File: config.mk
export PLATFORM = sky130hd
export DESIGN_NAME = fetch_unit
export DESIGN_NICKNAME = d
export VERILOG_FILES = /design/src/rtl/fetch_pkg.sv /design/src/rtl/fetch_fifo.sv /design/src/rtl/fetch_unit.sv
export SDC_FILE = /design/constraint.sdc
export NUM_CORES = 1
export LEC_CHECK = 0
export ABC_AREA = 0
export CELL_PAD_IN_SITES_DETAIL_PLACEMENT = 1
export CELL_PAD_IN_SITES_GLOBAL_PLACEMENT = 1
export CORE_AREA = 2 2 146 148
export CTS_CLUSTER_DIAMETER = 80
export DETAILED_ROUTE_END_ITERATION = 10
export DIE_AREA = 0 0 148 150
export PLACE_DENSITY = 0.93
export SKIP_CTS_REPAIR_TIMING = 1
export SYNTH_ARGS = -nofsm -noshare
export SYNTH_HDL_FRONTEND = slang
export SYNTH_SLANG_ARGS = --single-unit
File: constraint.sdc
create_clock -name clk -period 15.7 [get_ports clk]
set_input_delay 3.14 -clock clk [delete_from_list [all_inputs] [get_ports clk]]
set_output_delay 3.14 -clock clk [all_outputs]
set_load 0.005 [all_outputs]
File: src/rtl/fetch_pkg.sv
`default_nettype none
// ============================================================================
//  Module      : fetch_pkg
//  Description : Shared types and widths for the instruction fetch unit.
//                - state_t       : fetch control state (RUN / HALT)
//                - fetch_entry_t : one buffered fetch result {pc, instr}
//                - c_INSTR_W     : instruction width
//                - c_ADDR_W      : byte-address width
//  Revision    : 1.0 - initial release
// ============================================================================
package fetch_pkg;

   localparam int c_INSTR_W = 32;
   localparam int c_ADDR_W  = 32;

   // RUN fetches sequentially; HALT is entered on any fetch fault and is
   // only left through reset.
   typedef enum logic [0:0] {
      RUN  = 1'b0,
      HALT = 1'b1
   } state_t;

   typedef struct packed {
      logic [c_ADDR_W-1:0]  pc;
      logic [c_INSTR_W-1:0] instr;
   } fetch_entry_t;

endpackage
`default_nettype wire

File: src/rtl/fetch_fifo.sv
`default_nettype none
// ============================================================================
//  Module      : fetch_fifo
//  Description : Two-entry register FIFO holding fetched {pc, instr} pairs.
//                Ports:
//                  clk, rst   - clock, asynchronous active-high reset
//                  flush      - empty the FIFO (wins over push and pop)
//                  push       - write push_data at the tail
//                  push_data  - entry to write
//                  pop        - drop the head entry
//                  head       - current head entry (valid when count != 0)
//                  count      - number of stored entries (0..2)
//  Revision    : 1.0 - initial release
// ============================================================================
module fetch_fifo
   import fetch_pkg::*;
#(
   parameter int DEPTH = 2
)
(
   input  logic         clk,
   input  logic         rst,
   input  logic         flush,
   input  logic         push,
   input  fetch_entry_t push_data,
   input  logic         pop,
   output fetch_entry_t head,
   output logic [1:0]   count
);

   // Storage is two discrete registers selected by one-bit pointers.
   fetch_entry_t r_slot0;
   fetch_entry_t r_slot1;
   logic         r_wr_ptr;
   logic         r_rd_ptr;
   logic [1:0]   r_count;

   logic         w_do_pop;
   logic         w_do_push;

   // A pop is only honoured when there is something to pop; a push is only
   // honoured when a slot is free or is being freed in the same cycle. When
   // full, the write slot equals the read slot: the head leaves at this edge
   // while the new entry lands behind the remaining one, so order is kept.
   assign w_do_pop  = pop & (r_count != 2'd0);
   assign w_do_push = push & ((r_count != 2'(DEPTH)) | w_do_pop);

   always_ff @(posedge clk or posedge rst) begin
      if (rst) begin
         r_slot0  <= '0;
         r_slot1  <= '0;
         r_wr_ptr <= 1'b0;
         r_rd_ptr <= 1'b0;
         r_count  <= 2'd0;
      end else if (flush) begin
         r_wr_ptr <= 1'b0;
         r_rd_ptr <= 1'b0;
         r_count  <= 2'd0;
      end else begin
         if (w_do_push) begin
            if (r_wr_ptr == 1'b0) begin
               r_slot0 <= push_data;
            end else begin
               r_slot1 <= push_data;
            end
            r_wr_ptr <= ~r_wr_ptr;
         end
         if (w_do_pop) begin
            r_rd_ptr <= ~r_rd_ptr;
         end
         case ({w_do_push, w_do_pop})
            2'b10:   r_count <= r_count + 2'd1;
            2'b01:   r_count <= r_count - 2'd1;
            default: r_count <= r_count;
         endcase
      end
   end

   assign head  = r_rd_ptr ? r_slot1 : r_slot0;
   assign count = r_count;

endmodule
`default_nettype wire

File: src/rtl/fetch_unit.sv
`default_nettype none
// ============================================================================
//  Module      : fetch_unit
//  Description : Sequential instruction fetch with a 2-entry output buffer,
//                redirect handling and sticky fault reporting.
//                Ports:
//                  clk, rst        - clock, asynchronous active-high reset
//                  imem_addr       - byte address to instruction memory
//                  imem_instr      - same-cycle instruction word
//                  redirect_valid  - one-cycle branch/jump redirect request
//                  redirect_pc     - redirect target byte address
//                  out_valid       - out_pc/out_instr hold an instruction
//                  out_ready       - consumer accepts the instruction
//                  out_pc          - byte address of out_instr
//                  out_instr       - fetched instruction
//                  fault           - sticky fetch fault
//                  fault_pc        - address that caused the fault
//  Revision    : 1.0 - initial release
// ============================================================================
module fetch_unit
   import fetch_pkg::*;
#(
   parameter logic [c_ADDR_W-1:0] RESET_PC  = 32'h0000_0000,
   parameter int                  MEM_DEPTH = 256,
   parameter int                  BUF_DEPTH = 2
)
(
   input  logic                 clk,
   input  logic                 rst,
   output logic [c_ADDR_W-1:0]  imem_addr,
   input  logic [c_INSTR_W-1:0] imem_instr,
   input  logic                 redirect_valid,
   input  logic [c_ADDR_W-1:0]  redirect_pc,
   output logic                 out_valid,
   input  logic                 out_ready,
   output logic [c_ADDR_W-1:0]  out_pc,
   output logic [c_INSTR_W-1:0] out_instr,
   output logic                 fault,
   output logic [c_ADDR_W-1:0]  fault_pc
);

   // Highest legal word-aligned byte address in instruction memory.
   localparam logic [c_ADDR_W-1:0] c_LAST_ADDR = c_ADDR_W'(MEM_DEPTH * 4 - 4);

   state_t              r_state;
   logic [c_ADDR_W-1:0] r_fetch_pc;
   logic                r_fault;
   logic [c_ADDR_W-1:0] r_fault_pc;

   logic                w_run;
   logic                w_range_err;
   logic                w_misaligned;
   logic                w_flush;
   logic                w_pop;
   logic                w_push;
   logic [1:0]          w_count;
   fetch_entry_t        w_push_data;
   fetch_entry_t        w_head;

   assign w_run        = (r_state == RUN);
   assign w_range_err  = (r_fetch_pc > c_LAST_ADDR);
   assign w_misaligned = (redirect_pc[1:0] != 2'b00);

   // Redirects only take effect while running; in HALT they are ignored.
   assign w_flush = w_run & redirect_valid;
   assign w_pop   = out_valid & out_ready;

   // A fetch is written to the buffer when there is room now, or room is
   // being made by a pop this cycle. A redirect or an out-of-range address
   // suppresses it.
   assign w_push = w_run & ~redirect_valid & ~w_range_err
                   & ((w_count < 2'(BUF_DEPTH)) | w_pop);

   assign w_push_data.pc    = r_fetch_pc;
   assign w_push_data.instr = imem_instr;

   fetch_fifo #(
      .DEPTH     (BUF_DEPTH)
   ) u_fifo (
      .clk       (clk),
      .rst       (rst),
      .flush     (w_flush),
      .push      (w_push),
      .push_data (w_push_data),
      .pop       (w_pop),
      .head      (w_head),
      .count     (w_count)
   );

   // Control state, fetch pointer and fault reporting.
   always_ff @(posedge clk or posedge rst) begin
      if (rst) begin
         r_state    <= RUN;
         r_fetch_pc <= RESET_PC;
         r_fault    <= 1'b0;
         r_fault_pc <= '0;
      end else begin
         case (r_state)
            RUN: begin
               if (redirect_valid) begin
                  r_fetch_pc <= redirect_pc;
                  if (w_misaligned) begin
                     r_state    <= HALT;
                     r_fault    <= 1'b1;
                     r_fault_pc <= redirect_pc;
                  end
               end else if (w_range_err) begin
                  r_state    <= HALT;
                  r_fault    <= 1'b1;
                  r_fault_pc <= r_fetch_pc;
               end else if (w_push) begin
                  r_fetch_pc <= r_fetch_pc + 32'd4;
               end
            end
            HALT: begin
               // Fetching has stopped; only the buffer keeps draining.
               r_fault <= 1'b1;
            end
            default: begin
               r_state <= HALT;
               r_fault <= 1'b1;
            end
         endcase
      end
   end

   assign imem_addr = r_fetch_pc;
   assign out_valid = (w_count != 2'd0);
   assign out_pc    = w_head.pc;
   assign out_instr = w_head.instr;
   assign fault     = r_fault;
   assign fault_pc  = r_fault_pc;

endmodule
`default_nettype wire

==> flow_results.org, run 1 <==
** Place
- Half-perimeter wire length after placement :: ~16,000 um
- Number of buffers inserted by port buffering :: roughly 200
- Routability-driven placement finished with a final weighted congestion of between 0.8 and 0.9.

** Hold path
- Hold WC Path Type :: reg -> reg
- The startpoint identified for the worst hold timing path is u_fifo.r_slot1[54].
- WHS Path Cells :: 1

** Cells and area
- Final Net Count :: roughly 940
- The number of antenna diodes in the final layout is 0.
- The post-route netlist has 15.3% of its cells at a drive strength greater than 1.
- Area used by sequential logic in the layout :: 0.00496 mm2
- The filler cells instantiated in the layout total between 2,000 and 2,500.
- Summing all multi-input logic gate instances after layout gives between 0.003 and 0.004 mm2.
- Relative to the synthesized area, the layout overhead comes to 32.3%.

** STA
- On the final layout, the worst clock skew is 17.9 ps.
- For the pin with the worst max-slew slack, the measured transition is between 1000 and 1500 ps.
- Final setup violation count :: 0
- The number of pins with negative max-slew slack in the final report was 0.
- Subtracting the final worst setup slack from the clock period gives between 6000 and 7000 ps.
- Tightest slew margin relative to the limit :: a little over a fifth
- Dividing the final minimum period by the clock period gives 39.3%.
- Setup TNS :: 0 ps
- Final number of hold-violating endpoints :: 0
- Fmax :: 162 MHz
- Unrepaired setup endpoints after global routing :: false

** Yosys
- In the synthesized netlist, mux cells make up 19.5% of the area.
- Synthesis handed over a netlist of between 600 and 700 instances.
- Synthesized area per cell :: about 13 um2
- Sequential cell area fraction in the yosys report :: between 50% and 60%
- Number of nets in the synthesized netlist :: 757
- Yosys warning total :: 0
- For this run, asynchronously set or reset flops after synthesis account for between 90% and 100%.
- Number of distinct library cell variants in the gate-level netlist after synthesis :: 54
- Fraction of synthesized cell area in xor and xnor cells :: less than 1%
- Post-synth EDFFs :: 0
- The synthesized netlist devotes under 10% of its cell area to simple gates.
- After synthesis the netlist holds a flip-flop and latch count of 198.
- Synth Flop Type :: sky130_fd_sc_hd__dfrtp_1
- By area, the combinational part of the netlist is dominated by multiplexers.
- Area share of the largest cell type after synthesis :: a little under three fifths
- Biggest area contributors in the synthesized netlist :: sky130_fd_sc_hd__dfrtp_1 (57%), sky130_fd_sc_hd__mux2_2 (11%), sky130_fd_sc_hd__mux2_1 (8.4%)
- The synthesized netlist devotes less than 1% of its cell area to adder and majority cells.
- Summing the areas of all compound-gate instances in the mapped netlist gives 10.7% of the synthesized area.
- Summing every instance area after synthesis gives a little under 0.009 mm2.
- The synthesized design spends more area on one cell type than any other, namely sky130_fd_sc_hd__dfrtp_1.

** Setup path
- Worst flop-to-flop path startpoint :: imem_addr[27]
- The critical path is of the in -> reg type.
- The kind of cell with the highest combined delay along the critical path is buffers and inverters.
- In this design, the critical path's most frequently occurring cell is sky130_fd_sc_hd__buf_4.
- STA classifies the critical path endpoint as a flop.
- Traced cell by cell, the critical path runs through clkdlybuf4s50_1 -> buf_4 -> clkinv_1 -> nor2_1 -> buf_4 -> a41o_1 -> o21ai_0 -> a2bb2oi_1.
- Critical path depth in cells :: 8
- The worst setup path is launched from an input pin.
- CP bufs+invs :: 4
- For the worst flop-to-flop path, the logic depth is 6.
- Crit path max fanout :: 27
- Worst setup path startpoint :: redirect_valid
- Data required, critical path :: 16,050 ps
- STA puts the critical path data arrival time at 6520 ps.
- Critical-path cell with the highest stage delay :: sky130_fd_sc_hd__a41o_1
- On the worst path, the slowest cell contributes a delay of 780 ps.

** Run
- Maxcap violations :: 0

** Floorplanning
- The region available for standard cell placement spans 0.0207 mm2.
- Die extent in x :: 148 um
- Floorplan die height :: approximately 150 um
- Initial Util :: a little over two fifths
- Site row count :: 53
- The die covers around 0.022 mm2.
- about 200 I/O pins were placed.

** Power
- Sum of internal, switching and leakage power :: around 1.2 mW
- P_leak :: about 5.2 nW
- Pwr per Cell Area :: between 100 and 150 mW/mm2
- The worst-case IR drop observed on VDD is between 70 and 80 uV.

** GRT
- Vias in the first global route :: approximately 7,000
- Across every metal layer, demand over resource in global routing totals between 20% and 30%.
- The number of antenna violations at the first check in global routing came to 0.
- Entering global routing, the biggest net connects 115 pins.
- The first global-routing pass estimated 38,500 um of wire.
- Global routing finished with a remaining overflow of 0.

** Route
- In this run the remaining antenna-violating nets after routing total 0.
- In the routed design, unresolved DRC markers number 0.
- After detailed routing, the number of vias per cell comes to approximately 5.5.
- DRT Wirelength :: 24,000 um
- Iteration-0 DRC count of the detailed router :: approximately 330
- Final routed wire length divided by cell count :: around 21 um
- The detailed router placed 6,330 vias in this run.
- 1st-pass router iterations :: 4

** Clocking
- Counting along the longest clock path gives a buffer depth of 2.
- Clock latency on the worst-skew pair :: around 430 ps
- The clock tree synthesis step divided the H-tree into 4 levels.
- Cell at the root of the clock tree :: sky130_fd_sc_hd__clkbuf_16
- The clock net in this run drives a total of 198 sinks.
- CTS tree :: done
- TritonCTS created 17 clock buffers.
- Clk pin slew, worst setup/hold paths :: approximately 70 ps

** Run status
- Result of the run :: completed
[logic make-up after synthesis]
group / count (synthesis)
AOI/OAI and AO/OA: 127
DFF: 198
and+or+nand+nor: 156
xor gates and xnor gates: 2
muxes: 151
adders and majority gates: 1
buffers and inverters: 53
[power breakdown]
part,switching [mW],internal [mW],total [mW]
Combinational,0.0811,0.128,0.209
Clock,0.203,0.245,0.448
Sequential,0.0412,0.536,0.577
Total,0.325,0.909,1.23
[placed cells by master (no fill, tap or decap), types with 2 or more instances in the layout]
master / n
sky130_fd_sc_hd__nand2_1: 38
sky130_fd_sc_hd__a21oi_1: 20
sky130_fd_sc_hd__o22a_1: 37
sky130_fd_sc_hd__and4_1: 3
sky130_fd_sc_hd__mux2i_1: 3
sky130_fd_sc_hd__mux2_1: 65
sky130_fd_sc_hd__nor4_1: 6
sky130_fd_sc_hd__o21ai_0: 14
sky130_fd_sc_hd__clkbuf_16: 17
sky130_fd_sc_hd__nand2b_1: 4
sky130_fd_sc_hd__dfrtp_1: 197
sky130_fd_sc_hd__a32oi_1: 2
sky130_fd_sc_hd__or3_1: 2
sky130_fd_sc_hd__and3_1: 2
sky130_fd_sc_hd__buf_4: 8
sky130_fd_sc_hd__a22oi_1: 2
sky130_fd_sc_hd__mux2_2: 83
sky130_fd_sc_hd__nor2_1: 18
sky130_fd_sc_hd__a22o_1: 2
sky130_fd_sc_hd__o22ai_1: 3
sky130_fd_sc_hd__bufinv_16: 2
sky130_fd_sc_hd__inv_8: 3
sky130_fd_sc_hd__o21a_1: 33
sky130_fd_sc_hd__nand4_1: 4
sky130_fd_sc_hd__and2_1: 22
sky130_fd_sc_hd__inv_6: 4
sky130_fd_sc_hd__a2bb2oi_1: 3
sky130_fd_sc_hd__clkinvlp_4: 2
sky130_fd_sc_hd__nor4_2: 2
sky130_fd_sc_hd__clkdlybuf4s50_1: 197
sky130_fd_sc_hd__nor2b_1: 24
sky130_fd_sc_hd__inv_1: 8
sky130_fd_sc_hd__or2_2: 2
sky130_fd_sc_hd__nand3_1: 21
[Yosys cell counts (3+ instances only)]
library cell / n
sky130_fd_sc_hd__clkbuf_1: 30
sky130_fd_sc_hd__nand2_1: 38
sky130_fd_sc_hd__o21a_1: 33
sky130_fd_sc_hd__nor4_1: 6
sky130_fd_sc_hd__nand2b_1: 4
sky130_fd_sc_hd__mux2_2: 83
sky130_fd_sc_hd__a2bb2oi_1: 3
sky130_fd_sc_hd__dfrtp_1: 198
sky130_fd_sc_hd__nor2b_1: 24
sky130_fd_sc_hd__o21ai_0: 14
sky130_fd_sc_hd__mux2i_1: 3
sky130_fd_sc_hd__o22ai_1: 3
sky130_fd_sc_hd__and2_1: 22
sky130_fd_sc_hd__buf_6: 3
sky130_fd_sc_hd__nand4_1: 4
sky130_fd_sc_hd__nand3_1: 21
sky130_fd_sc_hd__and4_1: 3
sky130_fd_sc_hd__mux2_1: 65
sky130_fd_sc_hd__inv_1: 9
sky130_fd_sc_hd__buf_2: 8
sky130_fd_sc_hd__nor2_1: 18
sky130_fd_sc_hd__o22a_1: 37
sky130_fd_sc_hd__a21oi_1: 20
[final cells by class]
| class | instances | share of cell area [%] |
|---|---|---|
| inverter | 10 | 0.391 |
| sequential | 198 | 43.0 |
| tap | 275 | 2.99 |
| clock buffer | 19 | 3.84 |
| multi-input combinational | 437 | 30.7 |
| timing repair buffer | 205 | 17.6 |
| clock inverter | 13 | 1.41 |
[state kept, by name, summed over array words and instances (netlist names)]
| signal | cells |
|---|---|
| u_fifo.count | 2 |
| u_fifo.r_slot0 | 64 |
| fault_pc | 32 |
| fault | 1 |
| imem_addr | 32 |
| u_fifo.r_slot1 | 64 |
| u_fifo.r_wr_ptr | 1 |
| u_fifo.r_rd_ptr | 1 |
| r_state | 1 |
[path summary, 6_finish.rpt]
path | to | slack (ps)
setup / recovery | imem_addr[4] | 9530
hold / removal | u_fifo.r_slot1[54] | 480
setup reg to reg | u_fifo.r_slot0[31] | 12230
hold reg to reg | u_fifo.r_slot1[54] | 480
max in group asynchronous | u_fifo.r_rd_ptr | 10700
min in group asynchronous | u_fifo.r_slot0[46] | 3240
[per-layer routing]
metal	wire length [um]	GRT usage [%]	up-vias
met1	9910	27.7	3257
li1	-	-	2821
met2	12200	38.1	220
met3	1630	6.04	32
met5	0	0	-
met4	336	5.71	0
[per-stage QoR]
step           hold slack [ps]  instances  util, %  area [um2]  worst slack (ps)
6_report                   481       1157     55.7       11500              9530
5_1_grt                    498       1157     55.7       11500              9300
4_1_cts                    488       1157     55.7       11500              9560
3_5_place_dp               465       1125     52.8       10900              9160
3_3_place_gp               463       1125     52.8       10900              9390
2_1_floorplan              447        688        -        8710              7160
Power figures use the tool's default switching activity.
==> run 2: changes to the inputs <==
--- a/config.mk
+++ b/config.mk
@@ -8,11 +8,11 @@
 export ABC_AREA = 0
 export CELL_PAD_IN_SITES_DETAIL_PLACEMENT = 1
 export CELL_PAD_IN_SITES_GLOBAL_PLACEMENT = 1
-export CORE_AREA = 2 2 146 148
+export CORE_AREA = 2 2 159 161
 export CTS_CLUSTER_DIAMETER = 80
 export DETAILED_ROUTE_END_ITERATION = 10
-export DIE_AREA = 0 0 148 150
-export PLACE_DENSITY = 0.93
+export DIE_AREA = 0 0 161 163
+export PLACE_DENSITY = 0.84
 export SKIP_CTS_REPAIR_TIMING = 1
 export SYNTH_ARGS = -nofsm -noshare
 export SYNTH_HDL_FRONTEND = slang
==> constraint.sdc (replaced) <==
create_clock -name clk -period 5 [get_ports clk]
set_input_delay 1 -clock clk [delete_from_list [all_inputs] [get_ports clk]]
set_output_delay 1 -clock clk [all_outputs]
set_load 0.005 [all_outputs]
==> run 2 against run 1 <==
Net effect: total power grew to 3.1 times the previous value; setup slack worse by 8200 ps; critical endpoint is now out_pc[26]; clock power grew to 3.0 times the previous value; largest cell class unchanged; cell area is 1.2% higher; die area is 18% higher; utilization is 8.5 points lower; critical path depth is 5 lower.
==> flow_results.org, run 2 (synthesized netlist as in run 1, its figures left out) <==
** Cells and area
- The count of filler cells inserted in the layout came to 2,580 (+23%).
- From synthesis to final layout, the design area changed by 33.8%.
- The total number of nets in the final design is 946 (+0.85%).
- Area used by sequential logic in the layout :: 0.00496 mm2 (unchanged)
- The area of all placed cells without fillers was 0.0117 mm2 (+1.2%).
- In the layout the commonest cells are sky130_fd_sc_hd__dfrtp_1 (197), sky130_fd_sc_hd__clkdlybuf4s50_1 (197), sky130_fd_sc_hd__mux2_2 (83).
- The share of final-layout standard cells stronger than drive strength 1 was 16.1% (+0.76 points).
- The multi-input gate area in the final layout is 0.00353 mm2 (-0.21%).
- Total inserted antenna cells :: 0 (unchanged)
- The largest registers in the layout are u_fifo.r_slot0: 64 flops, u_fifo.r_slot1: 64 flops.

** Place
- Number of buffers inserted by port buffering :: 197 (unchanged)
- Half-perimeter wire length after placement :: 16,800 um (+2.3%)
- The global placement routability congestion came to 0.852 (+2.4%).
- The post-detailed-placement cell area is 0.0111 mm2 (+1.4%).

** Route
- The detailed-route vias per instance was 5.19 (-5.1%).
- The total number of vias is 6,337 (+0.11%).
- Met1 Wirelength :: 10,300 um (+3.9%)
- The average detailed-routed wire length per instance was 19.9 um (-4.4%).
- Top routing layer in use :: met4
- Wire length on met2 :: 11,900 um (-2.1%)
- Iteration-0 DRC count of the detailed router :: 314 (-4.3%)
- The met3 wirelength from detailed routing was 1740 um (+6.8%).
- The total DRC errors in the routed layout is 0 (unchanged).
- 1st-pass router iterations :: 4 (unchanged)
- DRT Wirelength :: 24,200 um (+0.80%)
- The count of antenna-violating nets left after detailed routing came to 0 (unchanged).

** Setup path
- Kind of critical path :: reg -> out
- Max incr delay on CP :: 650 ps (-130 ps)
- The largest individual stage delay along the critical path comes from the cell sky130_fd_sc_hd__dfrtp_2.
- The required time at the worst-slack endpoint came to 4000 ps (-12,050 ps).
- Critical path depth in cells :: 3 (-5)
- Data arrival, critical path :: 2670 ps (-3850 ps)
- CP top delay family :: buffers and inverters
- CP bufs+invs :: 2 (-2)
- Cell-by-cell listing of the critical path :: buf_4 -> mux2_2 -> clkdlybuf4s50_1
- Crit path max fanout :: 48 (+78%)
- The depth of the worst register-to-register path was 6 (unchanged).
- The worst setup path is launched from a flop.
- STA classifies the critical path endpoint as a primary output.

** STA
- The number of hold-slack violations in the final timing report was 0 (unchanged).
- The setup violation total in the final timing report was 0 (unchanged).
- The number of pins with negative max-slew slack in the final report came to 0 (unchanged).
- Unrepaired setup endpoints after global routing :: false
- The total negative slack came to 0 ps (unchanged).
- Final worst path period share :: between 70% and 80%
- The worst clock skew is 15.9 ps (-1.99 ps).
- Based on the critical path, the design can be clocked at up to approximately 270 MHz.
- Transition time at the pin with the least slew margin :: 1010 ps (-162 ps)
- The worst path in the final design needs a cycle of between 3000 and 4000 ps, including I/O delays and setup.
- The tightest slew margin relative to the limit was 31.7% (+10 points).

** Floorplanning
- Die extent in x :: 161 um (+8.8%)
- The floorplan die height is 163 um (+8.7%).
- Die Area :: 0.0262 mm2 (+18%)
- The number of placement rows was 58 (+9.4%).
- The initial core utilization came to 35.3% (-6.8 points).
- The number of top-level design ports came to 198 (unchanged).
- The area of the core is 0.0247 mm2 (+19%).

** Clocking
- Cell at the root of the clock tree :: sky130_fd_sc_hd__clkbuf_16
- CTS tree :: done
- Clk pin slew, worst setup/hold paths :: 80 ps (about the same)
- CTS max path bufs :: 2 (unchanged)
- The number of buffers added by the clock tree synthesis step came to 17 (unchanged).
- The number of sinks on the clock net was 198 (unchanged).
- The number of H-tree branching levels is 4 (unchanged).
- The insertion delay of the later-clocked pin in the worst-skew pair was 440 ps (about the same).

** Hold path
- The worst hold path depth is 1 (unchanged).
- Hold WC Path Type :: reg -> reg

** GRT
- The number of antenna violations at the first check in global routing came to 0 (unchanged).
- Grt ovf :: 0 (unchanged)
- First-pass GRT wire length :: 39,000 um (+1.2%)
- Tot GR Track Use :: 19.0% (-3.1 points)
- Largest net degree at the start of global routing :: 56 (-51%)
- Vias in the first global route :: 6,982 (-0.36%)

** Power
- P_leak :: 5.23 nW (+0.79%)
- Highest ir drop seen on vdd :: 271 uV (+280%)
- The power density over the cells was 328 mW/mm2 (+210%).

** Run status
- Result of the run :: completed

** Run
- Maxcap violations :: 0 (unchanged)
run 2: where the power goes:
group / total [mW] / switching, mW / internal (mW) / leakage [nW]
registers: 1.80 / 0.114 / 1.68 / 2.58
clock network: 1.35 / 0.678 / 0.670 / 0.287
logic: 0.679 / 0.273 / 0.406 / 2.36
run 2: layout make-up:
class	count	share of cell area, %
clock inverters	15	1.35
inverters	10	0.354
well taps	330	3.54
clock buffers	17	3.65
repair buffers	213	18.3
flip-flops and latches	198	42.5
multi-input cells	437	30.3
run 2: worst paths after layout:
| check | start | endpoint | slack, ps |
|---|---|---|---|
| max in group asynchronous | rst | u_fifo.r_slot0[54] | 3010 |
| setup reg to reg | imem_addr[28] | u_fifo.r_slot1[22] | 1570 |
| setup / recovery | u_fifo.r_rd_ptr | out_pc[26] | 1330 |
| min in group asynchronous | rst | fault_pc[20] | 1030 |
| hold reg to reg | u_fifo.r_slot1[44] | u_fifo.r_slot1[44] | 480 |
| hold / removal | u_fifo.r_slot1[44] | u_fifo.r_slot1[44] | 480 |
run 2: metrics by stage:
step	utilization, %	power, mW	worst slack, ps	cells	hold slack (ps)
final	47.2	3.82	1330	1220	483
after CTS	47.2	3.88	1280	1220	488
after global placement	44.9	2.50	1460	1188	453
after detailed placement	44.9	2.51	1390	1188	466
after global routing	47.2	4.01	1200	1220	504
after floorplan	-	2.12	1440	688	447
run 2: routing by layer:
metal / GRT usage (%) / up-vias
li1: - / 2840
met1: 24.1 / 3267
met2: 32.2 / 211
met3: 5.30 / 19
met4: 4.75 / 0
met5: 0 / -
==> run 3: changes to the inputs <==
--- a/config.mk
+++ b/config.mk
@@ -8,11 +8,11 @@
 export ABC_AREA = 0
 export CELL_PAD_IN_SITES_DETAIL_PLACEMENT = 1
 export CELL_PAD_IN_SITES_GLOBAL_PLACEMENT = 1
-export CORE_AREA = 2 2 159 161
+export CORE_AREA = 2 2 151 153
 export CTS_CLUSTER_DIAMETER = 80
 export DETAILED_ROUTE_END_ITERATION = 10
-export DIE_AREA = 0 0 161 163
-export PLACE_DENSITY = 0.84
+export DIE_AREA = 0 0 153 155
+export PLACE_DENSITY = 0.88
 export SKIP_CTS_REPAIR_TIMING = 1
 export SYNTH_ARGS = -nofsm -noshare
 export SYNTH_HDL_FRONTEND = slang
==> constraint.sdc (replaced) <==
create_clock -name clk -period 3.6 [get_ports clk]
set_input_delay 0.72 -clock clk [delete_from_list [all_inputs] [get_ports clk]]
set_output_delay 0.72 -clock clk [all_outputs]
set_load 0.005 [all_outputs]
==> run 3 against run 2 <==
Net effect: die area shrank 9.6%; worst hold slack about the same; clock-buffer cell count increased by 1; critical path depth up 3; first-iteration DRC count up 12%; sequential share of layout area increased by 0.078 points; non-clock buffer count rose by 5; utilization rose by 5.1 points; setup slack got worse by 680 ps; total power grew 38%; clock power grew 36%; wire length grew 0.30%; critical path type is now reg -> reg; highest routed layer unchanged.
==> flow_results.org, run 3 (synthesized netlist as in run 1, its figures left out) <==
** Cells and area
- Area used by sequential logic in the layout :: 0.00496 mm2 (unchanged)
- Ratio of cells with drive above 1 in the final layout :: 16.3% (+0.26 points)
- In the final layout, the registers with the most flip-flops are u_fifo.r_slot0: 64 flops, u_fifo.r_slot1: 64 flops.
- Total inserted antenna cells :: 0 (unchanged)
- The total number of nets in the final design was 951 (+0.53%).
- Multi-input gate area :: 0.00353 mm2 (unchanged)
- Leaving out fill and tap cells, the most frequent cells in the layout are sky130_fd_sc_hd__dfrtp_1 (197), sky130_fd_sc_hd__clkdlybuf4s50_1 (197), sky130_fd_sc_hd__mux2_2 (83).
- From synthesis to final layout, the design area changed by 33.6%.
- Number of fillers in the final layout :: 2,296 (-11%)

** GRT
- The global routing usage summed across all routing layers came to 21.2% (+2.2 points).
- The number of global-route vias before repair came to 6,932 (-0.72%).
- The first-pass GRT wire length was 39,700 um (+1.8%).
- The number of antenna violations at the first check in global routing came to 0 (unchanged).
- The largest net degree at the start of global routing was 97 (+73%).
- Grt ovf :: 0 (unchanged)

** Route
- Top routing layer in use :: met4
- 1st-pass router iterations :: 5 (+1)
- The count of antenna-violating nets left after detailed routing is 0 (unchanged).
- The total number of vias came to 6,348 (+0.17%).
- Wire length on met2 :: 12,000 um (+0.41%)
- The average detailed-routed wire length per instance was 20.6 um (+3.8%).
- DRC violation count after routing :: 0 (unchanged)
- DRT Wirelength :: 24,300 um (+0.30%)
- Met1 Wirelength :: 10,500 um (+1.9%)
- Routed wl met3 :: 1620 um (-6.9%)
- Vias per cell :: 5.38 (+3.7%)
- The DRC marker count from the first detailed-route iteration came to 353 (+12%).

** Clocking
- CTS max path bufs :: 2 (unchanged)
- The clock-pin transition on the worst setup and hold timing paths was 80 ps (about the same).
- H-tree levels :: 4 (unchanged)
- TritonCTS Sinks :: 198 (unchanged)
- Clock tree synthesis selected as its root buffer the cell sky130_fd_sc_hd__clkbuf_16.
- Number of buffers added by the clock tree synthesis step :: 17 (unchanged)
- Clock latency on the worst-skew pair :: 430 ps (about the same)
- TritonCTS built the clock tree.

** STA
- Worst Clk Skew :: 14.8 ps (-1.04 ps)
- Subtracting the final worst setup slack from the clock period gives just under 3000 ps.
- Final setup violation count :: 0 (unchanged)
- The total negative slack was 0 ps (unchanged).
- Number of max-slew violations in the final report :: 0 (unchanged)
- Tightest slew margin relative to the limit :: 36.5% (+4.8 points)
- Transition time at the pin with the least slew margin :: 953 ps (-58.6 ps)
- Fin worst setup slack :: 654 ps (-676 ps)
- Timing would allow up to approximately 340 MHz.
- The number of hold-slack violations in the final timing report came to 0 (unchanged).
- Unrepaired setup endpoints after global routing :: false
- The final critical path takes up between 80% and 90% of the cycle.

** Floorplanning
- The initial core utilization came to 39.2% (+3.9 points).
- Site row count :: 55 (-5.2%)
- Area inside the core boundary :: 0.0222 mm2 (-9.9%)
- The floorplan die height is 155 um (-4.9%).
- Count of pins on the block boundary :: 198 (unchanged)
- Die extent in x :: 153 um (-5.0%)
- Die Area :: 0.0237 mm2 (-9.6%)

** Place
- Half-perimeter wire length after placement :: 16,900 um (+0.57%)
- The number of port buffers was 197 (unchanged).
- Final weighted congestion in routability-driven placement :: 0.785 (-7.8%)
- Pre-CTS setup slack :: 663 ps (-729 ps)

** Power
- Pwr per Cell Area :: 454 mW/mm2 (+38%)
- Highest ir drop seen on vdd :: 296 uV (+9.2%)
- The reported leakage power came to 5.24 nW (+0.27%).

** Run
- Maxcap violations :: 0 (unchanged)

** Setup path
- The worst setup path is launched from a flop.
- The slowest stage of the critical path is the sky130_fd_sc_hd__nor4_1 cell.
- The delay of the slowest cell on the worst path came to 540 ps (-110 ps).
- Kind of critical path :: reg -> reg
- The cell family contributing the most delay on the critical path is simple AND/OR/NAND/NOR gates.
- The arrival time at the worst endpoint came to 3260 ps (+590 ps).
- The count of buffer and inverter cells on the critical path came to 1 (-1).
- Crit path max fanout :: 26 (-46%)
- The required time at the worst-slack endpoint came to 3910 ps (-90 ps).
- Nature of the critical path endpoint :: flop
- Cell-by-cell listing of the critical path :: nor4_1 -> nand4_1 -> nor4_4 -> and3b_2 -> buf_12 -> mux2_2

** Run status
- Result of the run :: completed

** Hold path
- Hold WC Path Type :: reg -> reg
run 3: changes by cell type in the layout (fill, tap and decap cells not counted), moves of 2 or more:
cell / change
sky130_fd_sc_hd__buf_12: +2
sky130_fd_sc_hd__buf_4: +3
sky130_fd_sc_hd__clkinv_2: +3
sky130_fd_sc_hd__clkinv_4: -3
sky130_fd_sc_hd__clkinv_8: -2
sky130_fd_sc_hd__clkinvlp_4: +3
sky130_fd_sc_hd__inv_6: -2
sky130_fd_sc_hd__inv_8: -2
run 3: where the power goes:
group | internal [mW] | leakage, nW | total [mW] | switching, mW
sequential | 2.34 | 2.58 | 2.45 | 0.116
clock | 0.963 | 0.267 | 1.83 | 0.866
combinational | 0.570 | 2.39 | 0.992 | 0.422
total | 3.87 | 5.24 | 5.28 | 1.40
run 3: metal layers:
layer / vias up / GRT usage, %
met3: 17 / 6.16
met5: - / 0
li1: 2862 / -
met2: 207 / 35.3
met4: 0 / 4.76
met1: 3262 / 27.6
run 3: final cells by class:
type	count	share of cell area [%]
Timing Repair Buffer	218	18.8
Clock buffer	18	3.69
Sequential cell	198	42.6
Inverter	10	0.355
Tap cell	285	3.07
Multi-Input combinational cell	437	30.4
Clock inverter	13	1.09
run 3: final timing paths:
check	depth (start not counted)	slack [ps]	to	startpoint
max	6	650	u_fifo.r_slot0[19]	imem_addr[27]
min	1	480	u_fifo.r_slot1[60]	u_fifo.r_slot1[60]
max reg2reg	6	650	u_fifo.r_slot0[19]	imem_addr[27]
min reg2reg	1	480	u_fifo.r_slot1[60]	u_fifo.r_slot1[60]
max in group asynchronous	3	2140	u_fifo.r_rd_ptr	rst
min in group asynchronous	2	610	u_fifo.r_slot1[48]	rst
run 3: metrics by stage:
step                      util [%]  instance area (um2)  instances  hold WS, ps  power (mW)
after floorplan                  -                 8710        688          447        2.95
after global placement        49.8                11100       1148          457        3.47
after detailed placement      49.8                11100       1148          464        3.50
after CTS                     52.3                11600       1179          485        5.35
after global routing          52.3                11600       1179          502        5.52
final                         52.3                11600       1179          483        5.28
